===== src/rtl/prng_range_seq.sv =====
// -----------------------------------------------------------------------------
// prng_range_seq
//
// Purpose
//   Sequencer that sits in front of the iterative divider. It owns the PRNG
//   state. Each accepted request advances that state once, hands
//   (random >> 1, bound) to the divider, and returns the remainder as a value
//   in [0, bound). A bound of 0 and a divider that never answers both end in
//   an error result.
//
// Configuration macro
//   PRNG_XORSHIFT_EN : the step function is xorshift32 (13/17/5) instead of
//                      the LCG. A seed of 0 loads SEED_DEFAULT, because
//                      xorshift32 never leaves the all-zero state.
//
// Ports
//   clk          in   1   clock, all logic on posedge
//   rst          in   1   asynchronous active-high reset
//   seed_load    in   1   load seed into PRNG state (IDLE only)
//   seed         in   32  seed value
//   req          in   1   request one ranged value (IDLE only)
//   bound        in   32  exclusive upper bound, captured with req
//   busy         out  1   FSM not in IDLE
//   out_valid    out  1   one-cycle pulse, out_data/err valid
//   out_data     out  32  result, held until the next out_valid
//   err          out  1   with out_valid: bound==0 or divider timeout
//   div_en       out  1   divider start, high for exactly one cycle per op
//   div_y        out  32  divider dividend
//   div_x        out  32  divider divisor
//   div_r        in   32  divider remainder
//   div_done     in   1   divider completion strobe
//   o_dbg_state  out  3   current FSM state (debug)
//
// Handshake
//   req is sampled only while busy is low. Requests and seed loads that
//   arrive while busy is high are dropped, not queued. Each accepted request
//   produces exactly one out_valid pulse. The pulse has no backpressure.
// -----------------------------------------------------------------------------
`timescale 1ns/1ps
module prng_range_seq #(
    parameter logic [31:0] LCG_A        = 32'd1664525,
    parameter logic [31:0] LCG_C        = 32'd1013904223,
    parameter logic [31:0] SEED_DEFAULT = 32'd1,
    parameter logic [15:0] TIMEOUT      = 16'd200
) (
    input  logic        clk,
    input  logic        rst,
    input  logic        seed_load,
    input  logic [31:0] seed,
    input  logic        req,
    input  logic [31:0] bound,
    output logic        busy,
    output logic        out_valid,
    output logic [31:0] out_data,
    output logic        err,
    output logic        div_en,
    output logic [31:0] div_y,
    output logic [31:0] div_x,
    input  logic [31:0] div_r,
    input  logic        div_done,
    output logic [2:0]  o_dbg_state
);

    typedef enum logic [2:0] {
        S_IDLE   = 3'd0,
        S_STEP   = 3'd1,
        S_ISSUE  = 3'd2,
        S_SETTLE = 3'd3,
        S_WAIT   = 3'd4
    } state_t;

    state_t      r_state;
    logic [31:0] r_prng;
    logic [31:0] r_bound;
    logic [15:0] r_timer;
    logic        r_out_valid;
    logic [31:0] r_out_data;
    logic        r_err;
    logic        r_div_en;
    logic [31:0] r_div_y;
    logic [31:0] r_div_x;

    state_t      w_state_nxt;
    logic [31:0] w_prng_nxt;
    logic [31:0] w_bound_nxt;
    logic [15:0] w_timer_nxt;
    logic        w_out_valid_nxt;
    logic [31:0] w_out_data_nxt;
    logic        w_err_nxt;
    logic        w_div_en_nxt;
    logic [31:0] w_div_y_nxt;
    logic [31:0] w_div_x_nxt;

    logic [31:0] w_seed_val;
    logic [31:0] w_step;

`ifdef PRNG_XORSHIFT_EN
    logic [31:0] w_xs1;
    logic [31:0] w_xs2;
    logic        w_unused_lcg;

    assign w_xs1      = r_prng ^ (r_prng << 13);
    assign w_xs2      = w_xs1 ^ (w_xs1 >> 17);
    assign w_step     = w_xs2 ^ (w_xs2 << 5);
    // A zero seed would lock xorshift at zero forever.
    assign w_seed_val = (seed == 32'd0) ? SEED_DEFAULT : seed;
    assign w_unused_lcg = ^{LCG_A, LCG_C};
`else
    assign w_step     = r_prng * LCG_A + LCG_C;
    assign w_seed_val = seed;
`endif

    always_comb begin
        w_state_nxt     = r_state;
        w_prng_nxt      = r_prng;
        w_bound_nxt     = r_bound;
        w_timer_nxt     = r_timer;
        w_out_valid_nxt = 1'b0;
        w_out_data_nxt  = r_out_data;
        w_err_nxt       = r_err;
        w_div_en_nxt    = 1'b0;
        w_div_y_nxt     = r_div_y;
        w_div_x_nxt     = r_div_x;

        case (r_state)
            S_IDLE: begin
                // The seed loads first. A req in the same cycle then steps
                // from the new seed, because STEP reads r_prng next cycle.
                if (seed_load) begin
                    w_prng_nxt = w_seed_val;
                end
                if (req) begin
                    if (bound == 32'd0) begin
                        w_out_valid_nxt = 1'b1;
                        w_err_nxt       = 1'b1;
                        w_out_data_nxt  = 32'd0;
                    end else begin
                        w_bound_nxt = bound;
                        w_state_nxt = S_STEP;
                    end
                end
            end
            S_STEP: begin
                // Register the stepped state and the divider operands
                // together, so div_en is high for the whole ISSUE cycle.
                // The dividend MSB is cleared because the divider compares
                // its operands as signed values.
                w_prng_nxt   = w_step;
                w_div_en_nxt = 1'b1;
                w_div_y_nxt  = {1'b0, w_step[31:1]};
                w_div_x_nxt  = r_bound;
                w_state_nxt  = S_ISSUE;
            end
            S_ISSUE: begin
                w_state_nxt = S_SETTLE;
            end
            S_SETTLE: begin
                // div_done is ignored for this one cycle. A done pulse left
                // over from an earlier operation must not be taken as the
                // answer to this one.
                w_timer_nxt = 16'd0;
                w_state_nxt = S_WAIT;
            end
            S_WAIT: begin
                if (div_done) begin
                    w_out_valid_nxt = 1'b1;
                    w_out_data_nxt  = div_r;
                    w_err_nxt       = 1'b0;
                    w_timer_nxt     = 16'd0;
                    w_state_nxt     = S_IDLE;
                end else if (r_timer == TIMEOUT - 16'd1) begin
                    w_out_valid_nxt = 1'b1;
                    w_out_data_nxt  = 32'd0;
                    w_err_nxt       = 1'b1;
                    w_timer_nxt     = 16'd0;
                    w_state_nxt     = S_IDLE;
                end else begin
                    w_timer_nxt = r_timer + 16'd1;
                end
            end
            default: begin
                w_state_nxt = S_IDLE;
            end
        endcase
    end

    always_ff @(posedge clk or posedge rst) begin
        if (rst) begin
            r_state     <= S_IDLE;
            r_prng      <= SEED_DEFAULT;
            r_bound     <= 32'd0;
            r_timer     <= 16'd0;
            r_out_valid <= 1'b0;
            r_out_data  <= 32'd0;
            r_err       <= 1'b0;
            r_div_en    <= 1'b0;
            r_div_y     <= 32'd0;
            r_div_x     <= 32'd0;
        end else begin
            r_state     <= w_state_nxt;
            r_prng      <= w_prng_nxt;
            r_bound     <= w_bound_nxt;
            r_timer     <= w_timer_nxt;
            r_out_valid <= w_out_valid_nxt;
            r_out_data  <= w_out_data_nxt;
            r_err       <= w_err_nxt;
            r_div_en    <= w_div_en_nxt;
            r_div_y     <= w_div_y_nxt;
            r_div_x     <= w_div_x_nxt;
        end
    end

    assign busy        = (r_state != S_IDLE);
    assign out_valid   = r_out_valid;
    assign out_data    = r_out_data;
    assign err         = r_err;
    assign div_en      = r_div_en;
    assign div_y       = r_div_y;
    assign div_x       = r_div_x;
    assign o_dbg_state = r_state;

endmodule

===== config.mk =====
export PLATFORM = sky130hd
export DESIGN_NAME = prng_range_seq
export DESIGN_NICKNAME = d
export VERILOG_FILES = /design/src/rtl/prng_range_seq.sv
export SDC_FILE = /design/constraint.sdc
export NUM_CORES = 1
export LEC_CHECK = 0
export ABC_CLOCK_PERIOD_IN_PS = 5700
export CORE_MARGIN = 2
export CORE_UTILIZATION = 51
export DETAILED_ROUTE_END_ITERATION = 6
export PLACE_DENSITY = 0.78
export SYNTH_ARGS = -nofsm -noshare
export SYNTH_HDL_FRONTEND = slang
export SYNTH_SLANG_ARGS = --single-unit

===== constraint.sdc =====
create_clock -name clk -period 5.7 [get_ports clk]
set_input_delay 0.57 -clock clk [delete_from_list [all_inputs] [get_ports clk]]
set_output_delay 0.57 -clock clk [all_outputs]
set_load 0.03 [all_outputs]

### Word level (Yosys, flattened, before mapping)

Index checks and enable logic that the tools add are counted.

* $add $sub $neg: 2
* $mul: 1
* equal/unequal tests: 10
* mux-type cells: 26
* bitwise gates (word level): 1
* reductions and logical operators: 10

Operators with widths (count)
* $mux W32: 5
* $pmux W32 S2: 2
* $add A32 B30 Y32 const B: 1
* $logic_not A32 Y1: 1
* $mul A32 B21 Y32 const B: 1
* $mux W16: 2
* $pmux W16 S2: 1
* $add A16 B1 Y16 const B: 1
* $eq A16 B8 Y1 const B: 1
* $pmux W3 S5: 1
* $mux W3: 4
* $mux W1: 9
* $ne A2 B2 Y1 const B: 4
* $eq A3 B2 Y1 const B: 2
* $reduce_and A3 Y1: 2
* $reduce_bool A2 Y1: 3
* $pmux W1 S2: 2
* $reduce_and A4 Y1: 1
* $eq A3 B1 Y1 const B: 1
* $eq A3 B3 Y1 const B: 1
* $logic_not A3 Y1: 1
* $ne A3 B3 Y1 const B: 1
* $reduce_bool A3 Y1: 1
* $reduce_and A2 Y1: 1
* $not A1 Y1: 1

* flip-flop bits (word level): 181
* bits of input ports: 101

### Logic depth before layout (Yosys ltp)

* depth after elaboration: 4
* gate-level depth with buffers: 24
* mapped depth without buffers: 24

### Least setup slack after synthesis

Ideal clock, no wire load.

* path kind: reg2reg
* start point: reg r_prng[8]
* end point: reg r_prng[31]
* setup time: 0.120 ns
* data arrival time: 5.596 ns
* data required time: 5.580 ns
* setup slack: -0.016 ns
* cell stages (with the launch flop): 22
* buffers on the path: 0
* clock period less this slack: 5.716 ns
* cell sequence: dfrtp_1 > inv_1 > ha_1 > inv_1 > fa_1 > fa_1 > inv_1 > fa_1 > fa_1 > inv_1 > fa_1 > inv_1 > fa_1 > inv_1 > ha_1 > nor2b_1 > o21a_1 > nor2_1 > inv_1 > o21ai_1 > nand3_1 > a31o_2

* longest elaborated chain between the ends: 3

RTL lines
* start: declaration: line 73 `logic [31:0] r_prng;`
* start signal: assignment: line 201 `r_prng <= w_prng_nxt;`
* $mul A32 B21 Y32: line 109 `assign w_step = r_prng * LCG_A + LCG_C;`
* $add A32 B30 Y32: line 109
* $pmux W32 S2: line 125 `case (r_state)`

No other way between the ends.
A chain may end at the register's enable or synchronous reset.

### Worst setup path in the final report

* start point: reg r_prng[2]
* end point: reg r_div_y[30] (netlist: div_y[30])

* longest elaborated chain between the ends: 2

RTL lines
* $mul A32 B21 Y32: line 109
* $add A32 B30 Y32: line 109
* end signal: assignment: line 208 `r_div_y <= w_div_y_nxt;`
* end: declaration: line 80 `logic [31:0] r_div_y;`

No other way between the ends.

==> flow_metrics.env <==
export IMPL_cap_violations=0
export IMPL_first_global_vias=11671
export IMPL_final_cell_area_um2=18100
export IMPL_seq_area_um2=4530
export IMPL_outcome="completed"
export IMPL_fin_setup_tns_ns=0
export IMPL_final_max_slew_viol_count=0
export IMPL_cts_tree="yes"
export IMPL_fin_skew_ns=0.0114
export IMPL_rows=61
export IMPL_initial_core_util_pct=51.5
export IMPL_synth_simple_area_share_pct=9.87
export IMPL_clk_latency_ns=0.44
export IMPL_tightestPinTransition_ns=1.18
export IMPL_grt_pass1_wl_um=60200
export IMPL_dr_pass1_iters=4
export IMPL_drcViolationCount=0
export IMPL_port_buffers=202
export IMPL_rsz0062_at_grt="yes"
export IMPL_layout_nets=2056
export IMPL_synthMuxAreaShare_pct=3.33
export IMPL_drtIter0Drc=690
export IMPL_root_buffer="clkbuf_16"
export IMPL_slew_limit_headroom_pct=21.7
export IMPL_hp_start="r_bound[6]$_DFFE_PP0P_"
export IMPL_diodes=0
export IMPL_wl_per_cell_um=18.6
export IMPL_via_count=10772
export IMPL_die_x_um=171
export IMPL_fin_crit_ns=5.69
export IMPL_preCtsSetupSlack_ns=-0.126
export IMPL_finalSetupViolCount=0
export IMPL_r2r_start="r_prng[2]$_DFFE_PP0P_"
export IMPL_clock_sinks=181
export IMPL_avgSynthCellArea_um2=10.1
export IMPL_synth_top_area_share_pct=31.8
export IMPL_clk_path_buf_depth=2
export IMPL_netlist_top_cells_count="277 x inv_1, 181 x nand2_1, 180 x dfrtp_1, 159 x ha_1, 139 x fa_1"
export IMPL_worst_path_max_fanout=4
export IMPL_syn_nets=1808
export IMPL_multi_input_area_um2=8930
export IMPL_area_delta_synth_final_pct=27.7
export IMPL_grt_usage_pct=27.1
export IMPL_ant_nets=0
export IMPL_synth_edf_count=0
export IMPL_timing_fmax_mhz=176
export IMPL_min_period_over_period_pct=99.7
export IMPL_hold_class="reg -> reg"
export IMPL_crit_path_start_kind="flip-flop"
export IMPL_routed_wl_um=38000
export IMPL_core_area_um2=27600
export IMPL_synth_area_um2=14200
export IMPL_dieArea_um2=29100
export IMPL_synth_warnings=0
export IMPL_fin_hold_ws_ns=0.464
export IMPL_grt_max_degree=101
export IMPL_cp_end_kind="flip-flop"
export IMPL_arrival_ns=6.01
export IMPL_cts_buffers=17
export IMPL_dp_hpwl_um=30000
export IMPL_synth_most_common_cell="inv_1"
export IMPL_synthAdderAreaFrac_pct=33.7
export IMPL_ys_ff_latch=181
export IMPL_synth_xor_area_share_pct=3.40
export IMPL_synth_ff_type="dfrtp_1"
export IMPL_ctsHoldBuffers=0
export IMPL_clkTransAtPathRegs_ns=0.07
export IMPL_post_drt_via_cell_ratio=5.26
export IMPL_finalHoldViolCount=0
export IMPL_synth_compound_area_share_pct=9.29
export IMPL_crit_type="reg -> reg"
export IMPL_synth_top_family_by_area="adder cells"
export IMPL_fillers=2146
export IMPL_fin_ws_ns=0.0145
export IMPL_drive_gt1_share_pct=14.0
export IMPL_seq_area_frac_synth_pct=32.0
export IMPL_syn_inst=1409
export IMPL_setup_worst_path_start="r_prng[2]$_DFFE_PP0P_"
export IMPL_synthArstFlopShare_pct=100
export IMPL_synth_area_leaders="dfrtp_1 32%, fa_1 20%, ha_1 14%, inv_1 7.3%, nand2_1 4.8%"
export IMPL_synth_cell_types=59
export IMPL_antenna_found_initial=0
export IMPL_htreeDepth=4
export IMPL_worstPathRequired_ns=6.03
export IMPL_die_h_um=171
export IMPL_place_area_um2=17000
export IMPL_overflow=0
export IMPL_synth_top_area_cell="dfrtp_1"
export IMPL_routabilityCongestion=0.962
export IMPL_ios=204
==> layout make-up <==
class | count | area share (%)
Inverter | 278 | 5.79
Clock buffer | 21 | 2.49
Tap cell | 378 | 2.61
Multi-Input combinational cell | 910 | 49.3
Sequential cell | 181 | 25.1
Clock inverter | 9 | 0.664
Timing Repair Buffer | 269 | 14.1
==> worst max-delay path, cell delays in order (launching register included) <==
cell and delay (ns):
dfrtp_1 0.36, inv_2 0.06, buf_6 0.12, ha_4 0.26
inv_2 0.03, fa_2 0.52, fa_2 0.44, fa_1 0.52
inv_2 0.05, fa_1 0.51, inv_2 0.05, fa_1 0.51
fa_1 0.55, ha_4 0.33, buf_6 0.10, o211ai_1 0.11
nor2_4 0.13, o41ai_4 0.13, a211oi_2 0.28, o21ai_2 0.08
a21o_1 0.19, a31o_2 0.22
==> per-layer routing <==
metal / vias to the layer above / track usage, % / part of all wire, %
met5: - / 0 / 0
met2: 339 / 45.3 / 49
li1: 4996 / - / -
met4: 0 / 7.80 / 2.4
met3: 57 / 8.30 / 7.1
met1: 5380 / 34.0 / 41
==> cells in the final DEF, fill, tap and decap left out, types with 19 or more instances in the layout <==
cell | Yosys | layout
mux2_2 | 33 | 33
ha_1 | 159 | 133
a22o_1 | 32 | 32
nand2_1 | 181 | 180
dfrtp_1 | 180 | 177
xor2_1 | 23 | 20
fa_1 | 139 | 130
o21ai_0 | 47 | 39
xnor2_1 | 32 | 32
a21oi_1 | 47 | 42
clkdlybuf4s50_1 | 0 | 202
inv_2 | 1 | 19
inv_1 | 277 | 258
buf_4 | 1 | 62
nor2_1 | 50 | 47
ha_4 | 0 | 21
==> through the flow <==
stage / utilization, % / cells
floorplan: - / 1409
global placement: 61.6 / 2007
detailed placement: 61.6 / 2007
CTS: 64.0 / 2037
global route: 65.7 / 2046
finish: 65.7 / 2046
==> state kept, by name, indices dropped and copies added, names as in the netlist <==
name and cells:
o_dbg_state 3, r_timer 16, out_valid 1, err 1, div_en 1, div_y 31, r_bound 32, out_data 32
r_prng 32, div_x 32
==> final timing paths <==
kind / end / slack, ns / cells after the start
worst max-delay path: div_y[30]$_DFFE_PP0P_ / 0.01 / 21
worst max register to register: div_y[30]$_DFFE_PP0P_ / 0.01 / 21
min in group asynchronous: div_x[25]$_DFFE_PP0P_ / 0.69 / 2
worst min-delay path: div_x[6]$_DFFE_PP0P_ / 0.46 / 2
worst min register to register: div_x[6]$_DFFE_PP0P_ / 0.46 / 2
max in group asynchronous: r_prng[4]$_DFFE_PP0P_ / 3.81 / 3
==> cells by family after synthesis <==
kind of cell	Yosys count
flip-flops	181
buffers and inverters	318
adder cells (fa/ha/maj)	298
multiplexers	43
AND/OR/NAND/NOR	319
AO/OA/AOI/OAI	194
XOR/XNOR	55
other	1
==> repair_timing <==
item	4_1_cts	5_1_grt
gates resized for setup	17	91
pin swaps	9	46
gates cloned	0	0
setup buffers	0	9
setup endpoints to repair	12	17
Power is not shown: default switching activity piles up to over one toggle a cycle in this logic, so the estimate is an artifact.
